$ cat src/rtl/if_stage_pkg.sv
// -----------------------------------------------------------------------------
// if_stage_pkg
// Shared definitions for the instruction-fetch stage:
//   PC_START      - default reset PC
//   INST_W/REG_W  - instruction and address widths
//   fetch_entry_t - one buffered instruction tagged with its PC
//   align_word    - clears the byte offset of a fetch target
// -----------------------------------------------------------------------------
package if_stage_pkg;

    localparam logic [63:0] PC_START = 64'h0000_0000_8000_0000;
    localparam int          INST_W   = 32;
    localparam int          REG_W    = 64;

    typedef struct packed {
        logic [REG_W-1:0]  addr;
        logic [INST_W-1:0] inst;
    } fetch_entry_t;

    // Instructions are 4-byte aligned; the low two bits of a target are dropped.
    function automatic logic [REG_W-1:0] align_word(input logic [REG_W-1:0] a);
        return a & ~64'd3;
    endfunction

endpackage

$ cat src/rtl/if_stage_if.sv
// -----------------------------------------------------------------------------
// if_stage_if
// Bundles the instruction-bus and decode-side handshakes of the fetch stage.
//   master : the fetch stage (drives requests and the decode offer)
//   slave  : the environment (instruction bus and decode stage)
// Signals:
//   inst_req_valid/addr/ready  - fetch request channel
//   inst_resp_valid/data       - in-order instruction responses
//   id_valid/ready/inst/inst_addr - instruction offered to decode
// -----------------------------------------------------------------------------
interface if_stage_if;
    import if_stage_pkg::*;

    logic              inst_req_valid;
    logic [REG_W-1:0]  inst_req_addr;
    logic              inst_req_ready;
    logic              inst_resp_valid;
    logic [INST_W-1:0] inst_resp_data;
    logic              id_valid;
    logic              id_ready;
    logic [INST_W-1:0] id_inst;
    logic [REG_W-1:0]  id_inst_addr;

    modport master (
        output inst_req_valid, inst_req_addr,
        input  inst_req_ready,
        input  inst_resp_valid, inst_resp_data,
        output id_valid, id_inst, id_inst_addr,
        input  id_ready
    );

    modport slave (
        input  inst_req_valid, inst_req_addr,
        output inst_req_ready,
        output inst_resp_valid, inst_resp_data,
        input  id_valid, id_inst, id_inst_addr,
        output id_ready
    );

endinterface

$ cat src/rtl/if_stage_fetch_fifo.sv
// -----------------------------------------------------------------------------
// fetch_fifo
// Synchronous FIFO with push/pop/flush and an occupancy count.
//   clk, rst   - clock, asynchronous active-low reset
//   push       - write push_data at the tail
//   pop        - advance the head
//   flush      - empty the FIFO (wins over push and pop)
//   head_data  - entry at the head (storage is not reset)
//   count      - number of valid entries, 0..DEPTH
// -----------------------------------------------------------------------------
module fetch_fifo #(
    parameter int WIDTH = 64,
    parameter int DEPTH = 4
) (
    input  logic                     clk,
    input  logic                     rst,
    input  logic                     push,
    input  logic [WIDTH-1:0]         push_data,
    input  logic                     pop,
    input  logic                     flush,
    output logic [WIDTH-1:0]         head_data,
    output logic [$clog2(DEPTH):0]   count
);

    localparam int AW = $clog2(DEPTH);
    localparam int CW = AW + 1;

    logic [WIDTH-1:0] mem_q [DEPTH];
    logic [AW-1:0]    wr_ptr_q, wr_ptr_d;
    logic [AW-1:0]    rd_ptr_q, rd_ptr_d;
    logic [CW-1:0]    count_q, count_d;

    always_comb begin
        wr_ptr_d = wr_ptr_q;
        rd_ptr_d = rd_ptr_q;
        count_d  = count_q;
        if (flush) begin
            wr_ptr_d = '0;
            rd_ptr_d = '0;
            count_d  = '0;
        end else begin
            if (push) wr_ptr_d = wr_ptr_q + AW'(1);
            if (pop)  rd_ptr_d = rd_ptr_q + AW'(1);
            case ({push, pop})
                2'b10:   count_d = count_q + CW'(1);
                2'b01:   count_d = count_q - CW'(1);
                default: count_d = count_q;
            endcase
        end
    end

    always_ff @(posedge clk or negedge rst) begin
        if (!rst) begin
            wr_ptr_q <= '0;
            rd_ptr_q <= '0;
            count_q  <= '0;
        end else begin
            wr_ptr_q <= wr_ptr_d;
            rd_ptr_q <= rd_ptr_d;
            count_q  <= count_d;
        end
    end

    always_ff @(posedge clk) begin
        if (push && !flush) mem_q[wr_ptr_q] <= push_data;
    end

    assign head_data = mem_q[rd_ptr_q];
    assign count     = count_q;

endmodule

$ cat src/rtl/if_stage.sv
// -----------------------------------------------------------------------------
// if_stage
// Instruction-fetch stage. Issues word-aligned fetch requests from the PC with
// up to DEPTH requests outstanding, tags in-order responses with their PC,
// buffers them and offers them to decode. A redirect reloads the PC, flushes
// the buffer and discards every response still in flight.
//   clk, rst        - clock, asynchronous active-low reset
//   bus             - if_stage_if.master (fetch bus + decode handshake)
//   redirect_valid  - taken branch/jump pulse from execute
//   redirect_pc     - new fetch target (byte offset ignored)
// -----------------------------------------------------------------------------
module if_stage
    import if_stage_pkg::*;
#(
    parameter logic [63:0] RESET_PC = PC_START,
    parameter int          DEPTH    = 4
) (
    input  logic             clk,
    input  logic             rst,
    if_stage_if.master       bus,
    input  logic             redirect_valid,
    input  logic [REG_W-1:0] redirect_pc
);

    localparam int CW    = $clog2(DEPTH) + 1;
    localparam int SUM_W = CW + 1;
    localparam int ENT_W = REG_W + INST_W;

    logic [REG_W-1:0] pc_q, pc_d;
    logic [CW-1:0]    drop_cnt_q, drop_cnt_d;

    // The request-address FIFO holds exactly the accepted, unanswered
    // requests, so its occupancy is the in-flight count.
    logic [CW-1:0]    inflight;
    logic [CW-1:0]    count;
    logic [REG_W-1:0] resp_addr;
    logic [ENT_W-1:0] head_raw;
    fetch_entry_t     head;
    fetch_entry_t     push_entry;

    logic [SUM_W-1:0] credit_used;
    logic             credit_ok;
    logic             req_fire;
    logic             resp_fire;
    logic             resp_drop;
    logic             inst_push;
    logic             id_fire;

    assign credit_used = {1'b0, inflight} + {1'b0, count};
    assign credit_ok   = credit_used < SUM_W'(DEPTH);

    // rst gating forces the handshake outputs low while reset is held.
    assign bus.inst_req_valid = rst & credit_ok & ~redirect_valid;
    assign bus.inst_req_addr  = pc_q;
    assign req_fire           = bus.inst_req_valid & bus.inst_req_ready;

    assign resp_fire  = bus.inst_resp_valid & (inflight != '0);
    assign resp_drop  = resp_fire & (drop_cnt_q != '0);
    // A response landing in a redirect cycle is wrong-path and never buffered.
    assign inst_push  = resp_fire & ~resp_drop & ~redirect_valid;

    assign push_entry.addr = resp_addr;
    assign push_entry.inst = bus.inst_resp_data;

    assign bus.id_valid = rst & (count != '0) & ~redirect_valid;
    assign id_fire      = bus.id_valid & bus.id_ready;

    assign head             = fetch_entry_t'(head_raw);
    assign bus.id_inst      = (count != '0) ? head.inst : '0;
    assign bus.id_inst_addr = (count != '0) ? head.addr : '0;

    fetch_fifo #(.WIDTH(REG_W), .DEPTH(DEPTH)) u_req_addr_q (
        .clk       (clk),
        .rst       (rst),
        .push      (req_fire),
        .push_data (pc_q),
        .pop       (resp_fire),
        .flush     (1'b0),
        .head_data (resp_addr),
        .count     (inflight)
    );

    fetch_fifo #(.WIDTH(ENT_W), .DEPTH(DEPTH)) u_inst_fifo (
        .clk       (clk),
        .rst       (rst),
        .push      (inst_push),
        .push_data (push_entry),
        .pop       (id_fire),
        .flush     (redirect_valid),
        .head_data (head_raw),
        .count     (count)
    );

    always_comb begin
        pc_d       = pc_q;
        drop_cnt_d = drop_cnt_q;
        if (redirect_valid) begin
            pc_d = align_word(redirect_pc);
            // inflight already includes responses pending discard, so every
            // outstanding response except one answered now must be dropped.
            drop_cnt_d = inflight - {{(CW-1){1'b0}}, resp_fire};
        end else begin
            if (req_fire)  pc_d       = pc_q + 64'd4;
            if (resp_drop) drop_cnt_d = drop_cnt_q - CW'(1);
        end
    end

    always_ff @(posedge clk or negedge rst) begin
        if (!rst) begin
            pc_q       <= RESET_PC;
            drop_cnt_q <= '0;
        end else begin
            pc_q       <= pc_d;
            drop_cnt_q <= drop_cnt_d;
        end
    end

endmodule
$ cat src/flat_wrapper.sv
// flat-port wrapper written by rule: the top's interface ports become plain ports
module if_stage_flat import if_stage_pkg::*;
#(
    parameter logic [63:0] RESET_PC = PC_START,
    parameter int          DEPTH    = 4
)
  (clk, rst, redirect_valid, redirect_pc, bus_inst_req_valid, bus_inst_req_addr, bus_inst_req_ready, bus_inst_resp_valid, bus_inst_resp_data, bus_id_valid, bus_id_inst, bus_id_inst_addr, bus_id_ready);
  if_stage_if bus_i ();
  input  logic clk;
  input  logic rst;
  input  logic redirect_valid;
  input  logic [REG_W-1:0] redirect_pc;
  output wire logic [$bits(bus_i.inst_req_valid)-1:0] bus_inst_req_valid;
  output wire logic [$bits(bus_i.inst_req_addr)-1:0] bus_inst_req_addr;
  input wire logic [$bits(bus_i.inst_req_ready)-1:0] bus_inst_req_ready;
  input wire logic [$bits(bus_i.inst_resp_valid)-1:0] bus_inst_resp_valid;
  input wire logic [$bits(bus_i.inst_resp_data)-1:0] bus_inst_resp_data;
  output wire logic [$bits(bus_i.id_valid)-1:0] bus_id_valid;
  output wire logic [$bits(bus_i.id_inst)-1:0] bus_id_inst;
  output wire logic [$bits(bus_i.id_inst_addr)-1:0] bus_id_inst_addr;
  input wire logic [$bits(bus_i.id_ready)-1:0] bus_id_ready;
  assign bus_inst_req_valid = bus_i.inst_req_valid;
  assign bus_inst_req_addr = bus_i.inst_req_addr;
  assign bus_i.inst_req_ready = bus_inst_req_ready;
  assign bus_i.inst_resp_valid = bus_inst_resp_valid;
  assign bus_i.inst_resp_data = bus_inst_resp_data;
  assign bus_id_valid = bus_i.id_valid;
  assign bus_id_inst = bus_i.id_inst;
  assign bus_id_inst_addr = bus_i.id_inst_addr;
  assign bus_i.id_ready = bus_id_ready;
  if_stage #(.RESET_PC(RESET_PC), .DEPTH(DEPTH)) u_core (.clk(clk), .rst(rst), .bus(bus_i), .redirect_valid(redirect_valid), .redirect_pc(redirect_pc));
endmodule
$ cat config.mk
export PLATFORM = sky130hd
export DESIGN_NAME = if_stage_flat
export DESIGN_NICKNAME = d
export VERILOG_FILES = /design/src/rtl/if_stage_pkg.sv /design/src/rtl/if_stage_if.sv /design/src/rtl/if_stage_fetch_fifo.sv /design/src/rtl/if_stage.sv /design/src/flat_wrapper.sv
export SDC_FILE = /design/constraint.sdc
export NUM_CORES = 1
export LEC_CHECK = 0
export BUFFER_PORTS_ARGS = -buffer_cell sky130_fd_sc_hd__buf_2
export CAP_MARGIN = 20
export CORE_UTILIZATION = 37
export DETAILED_ROUTE_END_ITERATION = 7
export HOLD_SLACK_MARGIN = 0.08
export SLEW_MARGIN = 30
export SYNTH_ARGS = -nofsm -noshare
export SYNTH_HDL_FRONTEND = slang
export SYNTH_SLANG_ARGS = --single-unit
$ cat constraint.sdc
create_clock -name clk -period 12.4 [get_ports clk]
set_clock_uncertainty 0.05 [all_clocks]
set_input_delay 1.86 -clock clk [delete_from_list [all_inputs] [get_ports clk]]
set_output_delay 1.86 -clock clk [all_outputs]
set_load 0.005 [all_outputs]
-- After elaboration in Yosys (flattened, before gate mapping)
Memory sizes are Yosys's and may differ from the RTL's.
Cells that the tools add are included.
Widths: inputs -> output; s select.
- flip-flop bits (word level): 81
- bits in writable memories: 640
- word-level logic and storage cells: 67
- memories kept: 2
- memory list (memory ; depth ; bits a word ; read ports ; clocked after Yosys merged registers in ; write ports ; line ; text):
    u_core.u_inst_fifo.mem_q ; 4 ; 96 ; 1 ; 0 ; 1 ; if_stage_fetch_fifo.sv:28 ; logic [WIDTH-1:0] mem_q [DEPTH];
    u_core.u_req_addr_q.mem_q ; 4 ; 64 ; 1 ; 0 ; 1 ; if_stage_fetch_fifo.sv:28 ;
- add/subtract/negate cells: 12
- magnitude comparators: 1
- equal/unequal tests: 4
- muxes and demuxes: 17
- bitwise gates (word level): 12
- reduce and logical (&&, ||, !) cells: 11
- operator list (operator ; count):
    $mux 64 ; 3
    $add 64x3->64 const B ; 1
    $mux 32 ; 1
    $pmux 3 s2 ; 2
    $reduce_bool 3->1 ; 4
    $and 1x1->1 ; 10
    $reduce_bool 2->1 ; 5
    $mux 3 ; 3
    $sub 3x1->3 const B ; 3
    $add 2x1->2 const B ; 4
    $mux 2 ; 4
    $add 3x1->3 const B ; 2
    $add 3x3->4 ; 1
    $eq 2x1->1 const B ; 2
    $eq 2x2->1 const B ; 2
    $lt 4x3->1 const B ; 1
    $mux 1 ; 4
    $sub 3x1->3 ; 1
    $not 1->1 ; 2
    $logic_and 1x1->1 ; 1
    $logic_not 1->1 ; 1

-- Depth between registers and ports, before layout
- depth after elaboration: 9
- gate-level depth with buffers: 13
- gate-level depth less buffers: 10

-- By module
A second synthesis with hierarchy kept.
- cell total of the unflattened synthesis: 1565
- area, all modules: 29029.1 µm²
- modules (own cells, without submodules) (module ; instances ; cells each ; area each (µm²) ; seq. area each (µm²)):
    fetch_fifo (u_core.u_inst_fifo) ; 1 ; 543 ; 14257.4 ; 11706.2
    fetch_fifo (u_core.u_req_addr_q) ; 1 ; 375 ; 9656.8 ; 7862.5
    if_stage ; 1 ; 647 ; 5114.9 ; 1627.8

-- Worst setup path after synthesis
No wires, ideal clock.
- kind: input-to-reg
- from: in bus_inst_resp_valid
- to: mem u_core.u_inst_fifo.mem_q[0][0] (netlist name) (enable)
- library setup time: 0.464 ns
- arrival: 4.771 ns
- required time: 11.886 ns
- path slack: 7.115 ns
- stages: 5
- cells stage by stage: o31ai_1 inv_1 and2_1 clkbuf_1 and3_1
- word-level cells in the longest chain between the ends: 8
- ends and longest elaborated chain (element ; line ; text):
    start, declared ; flat_wrapper.sv:16 ; input wire logic [$bits(bus_i.inst_resp_valid)-1:0] bus_inst_resp_valid;
    $and 1x1->1 (*) ; if_stage.sv:57 ; assign resp_fire = bus.inst_resp_valid & (inflight != '0);
    via u_core.resp_fire ; if_stage.sv:44 ; logic resp_fire;
    $and 1x1->1 ; if_stage.sv:58 ; assign resp_drop = resp_fire & (drop_cnt_q != '0);
    $not 1->1 ; if_stage.sv:60 ; assign inst_push = resp_fire & ~resp_drop & ~redirect_valid;
    $and 1x1->1 (*) (2 in a row) ; if_stage.sv:60 ;
    $logic_and 1x1->1 (*) ; if_stage_fetch_fifo.sv:65 ; if (push && !flush) mem_q[wr_ptr_q] <= push_data;
    $mux 1 (*) ; if_stage_fetch_fifo.sv:65 ;
    $mux 1 (not written as such) (*) ; if_stage_fetch_fifo.sv:65 ;
    end, declared ; if_stage_fetch_fifo.sv:28 ;
Mark *: on every way through the listed nets, which the timed path passes. The rest lies on a longest branch.

-- Worst setup path after layout
- from: reg u_core.u_inst_fifo.rd_ptr_q[1]
- to: out bus_id_inst_addr[27]
- word-level cells in the longest chain between the ends: 2
- ends and longest elaborated chain (element ; line ; text):
    start, declared ; if_stage_fetch_fifo.sv:30 ; logic [AW-1:0] rd_ptr_q, rd_ptr_d;
    start signal, assigned ; if_stage_fetch_fifo.sv:59 ; rd_ptr_q <= rd_ptr_d;
    $mem_v2 4x96 ; -- ;
    $mux 64 ; if_stage.sv:70 ; assign bus.id_inst_addr = (count != '0) ? head.addr : '0;
    end, declared ; flat_wrapper.sv:20 ; output wire logic [$bits(bus_i.id_inst_addr)-1:0] bus_id_inst_addr;
No other way between the ends.

==> metrics.md <==
| Metric | Value |
|---|---|
| Run status | `finished clean` |
| Sequential fraction of the synthesis area | `73.1%` |
| Htree depth | `3` |
| HP Class | `reg -> reg` |
| Worst-Margin Slew | `1.02 ns` |
| Die Wd | `between 200 and 300 um` |
| Hold-fix buffers, CTS | `0` |
| CTS Sinks | `roughly 700` |
| Die ar. | `approximately 0.078 sq mm` |
| Initial DRC count | `1223` |
| Most frequent cells in the layout | `edfxtp_1, buf_2, mux4_2, nor2b_1, clkbuf_16` |
| Post-Layout Cell Count | `around 2800` |
| Most common cell after layout, fill and taps aside | `edfxtp_1` |
| Port Buffer Count | `257` |
| CP Class | `reg -> out` |
| Crit path launch type | `register` |
| Top sig layer | `met4` |
| Clock Latency Late Sink | `about 0.61 ns` |
| Max-Cap Viols | `0` |
| Fin. max-slew vios | `0` |
| Clock transition at the registers of the reported paths | `~0.06 ns` |
| Simple-Gate Fraction of Synth Area | `between 7 and 8%` |
| Post-layout min period | `roughly 5.2 ns` |
| NumNets Final | `slightly below 2000` |
| Die H | `279 um` |
| P_leak | `11.2 nW` |
| Total Wirelength | `between 60000 and 70000 um` |
| Setup TNS | `0 ns` |
| Post-synth EDFFs | `around 620` |
| Final Hold Fails | `0` |
| Crit path max fanout | `49` |
| Routed via count | `around 16000` |
| Synth top area share | `approximately two thirds` |
| CTS Buffer Depth | `3` |
| CTS tree | `yes` |
| Compound-gate portion of the synthesized area | `under 10%` |
| #FFs+latches synth | `703` |
| Post-cts sizing count | `0` |
| Starting Density | `between 30% and 40%` |
| Cells after Synth | `about 1500` |
| Yosys warnings | `0` |
| P&R area growth vs syn | `17.0%` |
| Post-CTS setup buffers | `0` |
| Mapped Area | `roughly 0.028 sq mm` |
| I/O pin count | `264` |
| Normalized max-slew margin | `a little under a third` |
| All-Layer GR Usage | `18.1%` |
| Vias per Instance | `between 5 and 6` |
| Vias in the first global route | `around 16000` |
| DRC violations left | `0` |
| M1 WL | `just under 30000 um` |
| Crit path DAT | `between 3 and 4 ns` |
| Largest net degree at the start of global routing | `90` |
| Synth Area per Inst | `roughly 19 sq um` |
| Final Util | `between 40% and 50%` |
| Floorplan row count | `101` |
| Final Wtd Congestion | `between 0.7 and 0.8` |
| DP Wirelength | `42700 um` |
| Highest clock rate | `approximately 0.19 GHz` |
| Fraction of registers with async set/reset | `between 10 and 15%` |
| Peak VDD IR | `between 0.09 and 0.1 mV` |
| Crit. End Element | `output pin` |
| Grt ovf | `0` |
| First-pass GRT wire length | `104000 um` |
| RSZ-0062 raised after global routing | `false` |
| Req. time, crit path | `between 10 and 15 ns` |
| # placed instances | `roughly 2700` |
| Final period util | `between 40% and 50%` |
| Predominant post-synthesis flop cell | `edfxtp_1` |
| Initial antenna violation count | `7` |
| Met2 wire length | `34100 um` |
| Top post-synthesis cells by area | `edfxtp_1, mux4_2, dfrtp_1, nor2b_1, nand2_1` |
| Met3 wire len | `4790 um` |
| CTS Buf Count | `75` |
| Post-route ant nets | `0` |
| Main combinational cell family by area after synthesis | `multiplexers` |
| # setup viols final | `0` |
| 1st-pass router iterations | `5` |
| Core Area | `about 0.076 sq mm` |
| Cell area power density | `roughly 190 mW/mm^2` |
| Dominant cell type by area after synthesis | `edfxtp_1` |
| WL/cell | `around 24 um` |
| Synth cell types | `66` |
| Post-synthesis mux area share | `~13%` |
| Synth Area in Adders | `less than 1%` |
| Share of cells above drive strength 1 | `between 30% and 40%` |
| Min Hold Slack | `about 0.45 ns` |
| CTS Root Cell | `clkbuf_16` |
| Xor/xnor share of the synthesized area | `0.649%` |
[Yosys cell counts, types with 14 or more instances]
| library cell | instances |
|---|---|
| edfxtp_1 | 624 |
| mux4_2 | 156 |
| nor2b_1 | 99 |
| dfrtp_1 | 78 |
| nand2_1 | 76 |
| nand3_1 | 53 |
| clkbuf_1 | 50 |
| nor2_1 | 37 |
| nand4_1 | 28 |
| o21ai_0 | 26 |
| o211ai_1 | 24 |
| and2_1 | 18 |
| and3_1 | 18 |
| buf_2 | 18 |
| inv_1 | 17 |
| or4_1 | 17 |
| ha_1 | 16 |
| o311ai_0 | 14 |
[final timing paths]
path	from	end	slack [ns]	cells past startpoint
max	u_core.u_inst_fifo.rd_ptr_q[1]$_DFFE_PN0P_	bus_id_inst_addr[27]	7.18	4
min	u_core.bus.inst_req_addr[61]$_DFFE_PN0P_	u_core.u_req_addr_q.mem_q[0][61]$_DFFE_PP_	0.45	0
max reg2reg	u_core.u_req_addr_q.count[2]$_DFFE_PN0P_	u_core.u_req_addr_q.mem_q[0][63]$_DFFE_PP_	8.89	6
min reg2reg	u_core.bus.inst_req_addr[61]$_DFFE_PN0P_	u_core.u_req_addr_q.mem_q[0][61]$_DFFE_PP_	0.45	0
max in group asynchronous	rst	u_core.u_inst_fifo.rd_ptr_q[1]$_DFFE_PN0P_	10.24	2
min in group asynchronous	rst	u_core.bus.inst_req_addr[57]$_DFFE_PN0P_	1.07	1
[through the flow]
| step | setup slack, ns | total power, mW | area (sq um) |
|---|---|---|---|
| 6_report | 7.18 | 6.24 | 33100 |
| 5_1_grt | 7.06 | 6.52 | 33100 |
| 4_1_cts | 7.13 | 6.34 | 33100 |
| 3_5_place_dp | 7.33 | 4.13 | 30700 |
| 3_3_place_gp | 7.32 | 4.09 | 30700 |
| 2_1_floorplan | 7.11 | 3.68 | 28300 |
[area by class of cell]
type | instances | area (sq um)
fill | 6662 | 42700
sequential | 703 | 20700
multi-input combinational | 730 | 7220
clock buffer | 104 | 2150
timing repair buffer | 278 | 1480
tap | 978 | 1220
clock inverter | 30 | 272
inverter | 18 | 67.6
antenna | 4 | 10.0
[critical path, stage by stage, from the launching register on]
cell and delay, ns:
dfrtp_4 0.94, buf_4 0.82, mux4_2 0.34, nor2b_1 0.38
buf_2 0.20
[state kept, by name (all words and copies together), names as in the netlist]
name and cells:
u_core.bus.inst_req_addr 62, u_core.drop_cnt_q 3, u_core.u_inst_fifo.count 3, u_core.u_inst_fifo.mem_q 376, u_core.u_inst_fifo.rd_ptr_q 2, u_core.u_inst_fifo.wr_ptr_q 2
u_core.u_req_addr_q.count 3, u_core.u_req_addr_q.mem_q 248, u_core.u_req_addr_q.rd_ptr_q 2, u_core.u_req_addr_q.wr_ptr_q 2
[cells by family (layout without fill, tap and decap cells)]
group,after synthesis,count (layout)
buffers and inverters,101,430
adder cells (fa/ha/maj),18,18
XOR/XNOR,21,21
other,1,8
AND/OR/NAND/NOR,398,398
flip-flops,703,703
AO/OA/AOI/OAI,122,122
multiplexers,167,167
[power by group]
part / switching [mW] / total (mW) / internal [mW]
registers: 0.159 / 3.01 / 2.85
clock network: 0.878 / 2.19 / 1.31
logic: 0.584 / 1.04 / 0.459
[layer usage]
metal  global-route usage [%]  vias to the layer above
met3                     3.53                       93
met1                     24.5                     8160
met2                     29.9                      540
met4                     4.75                        0
met5                        0                        -
li1                         -                     6741
(Power assumes the default switching activity.)
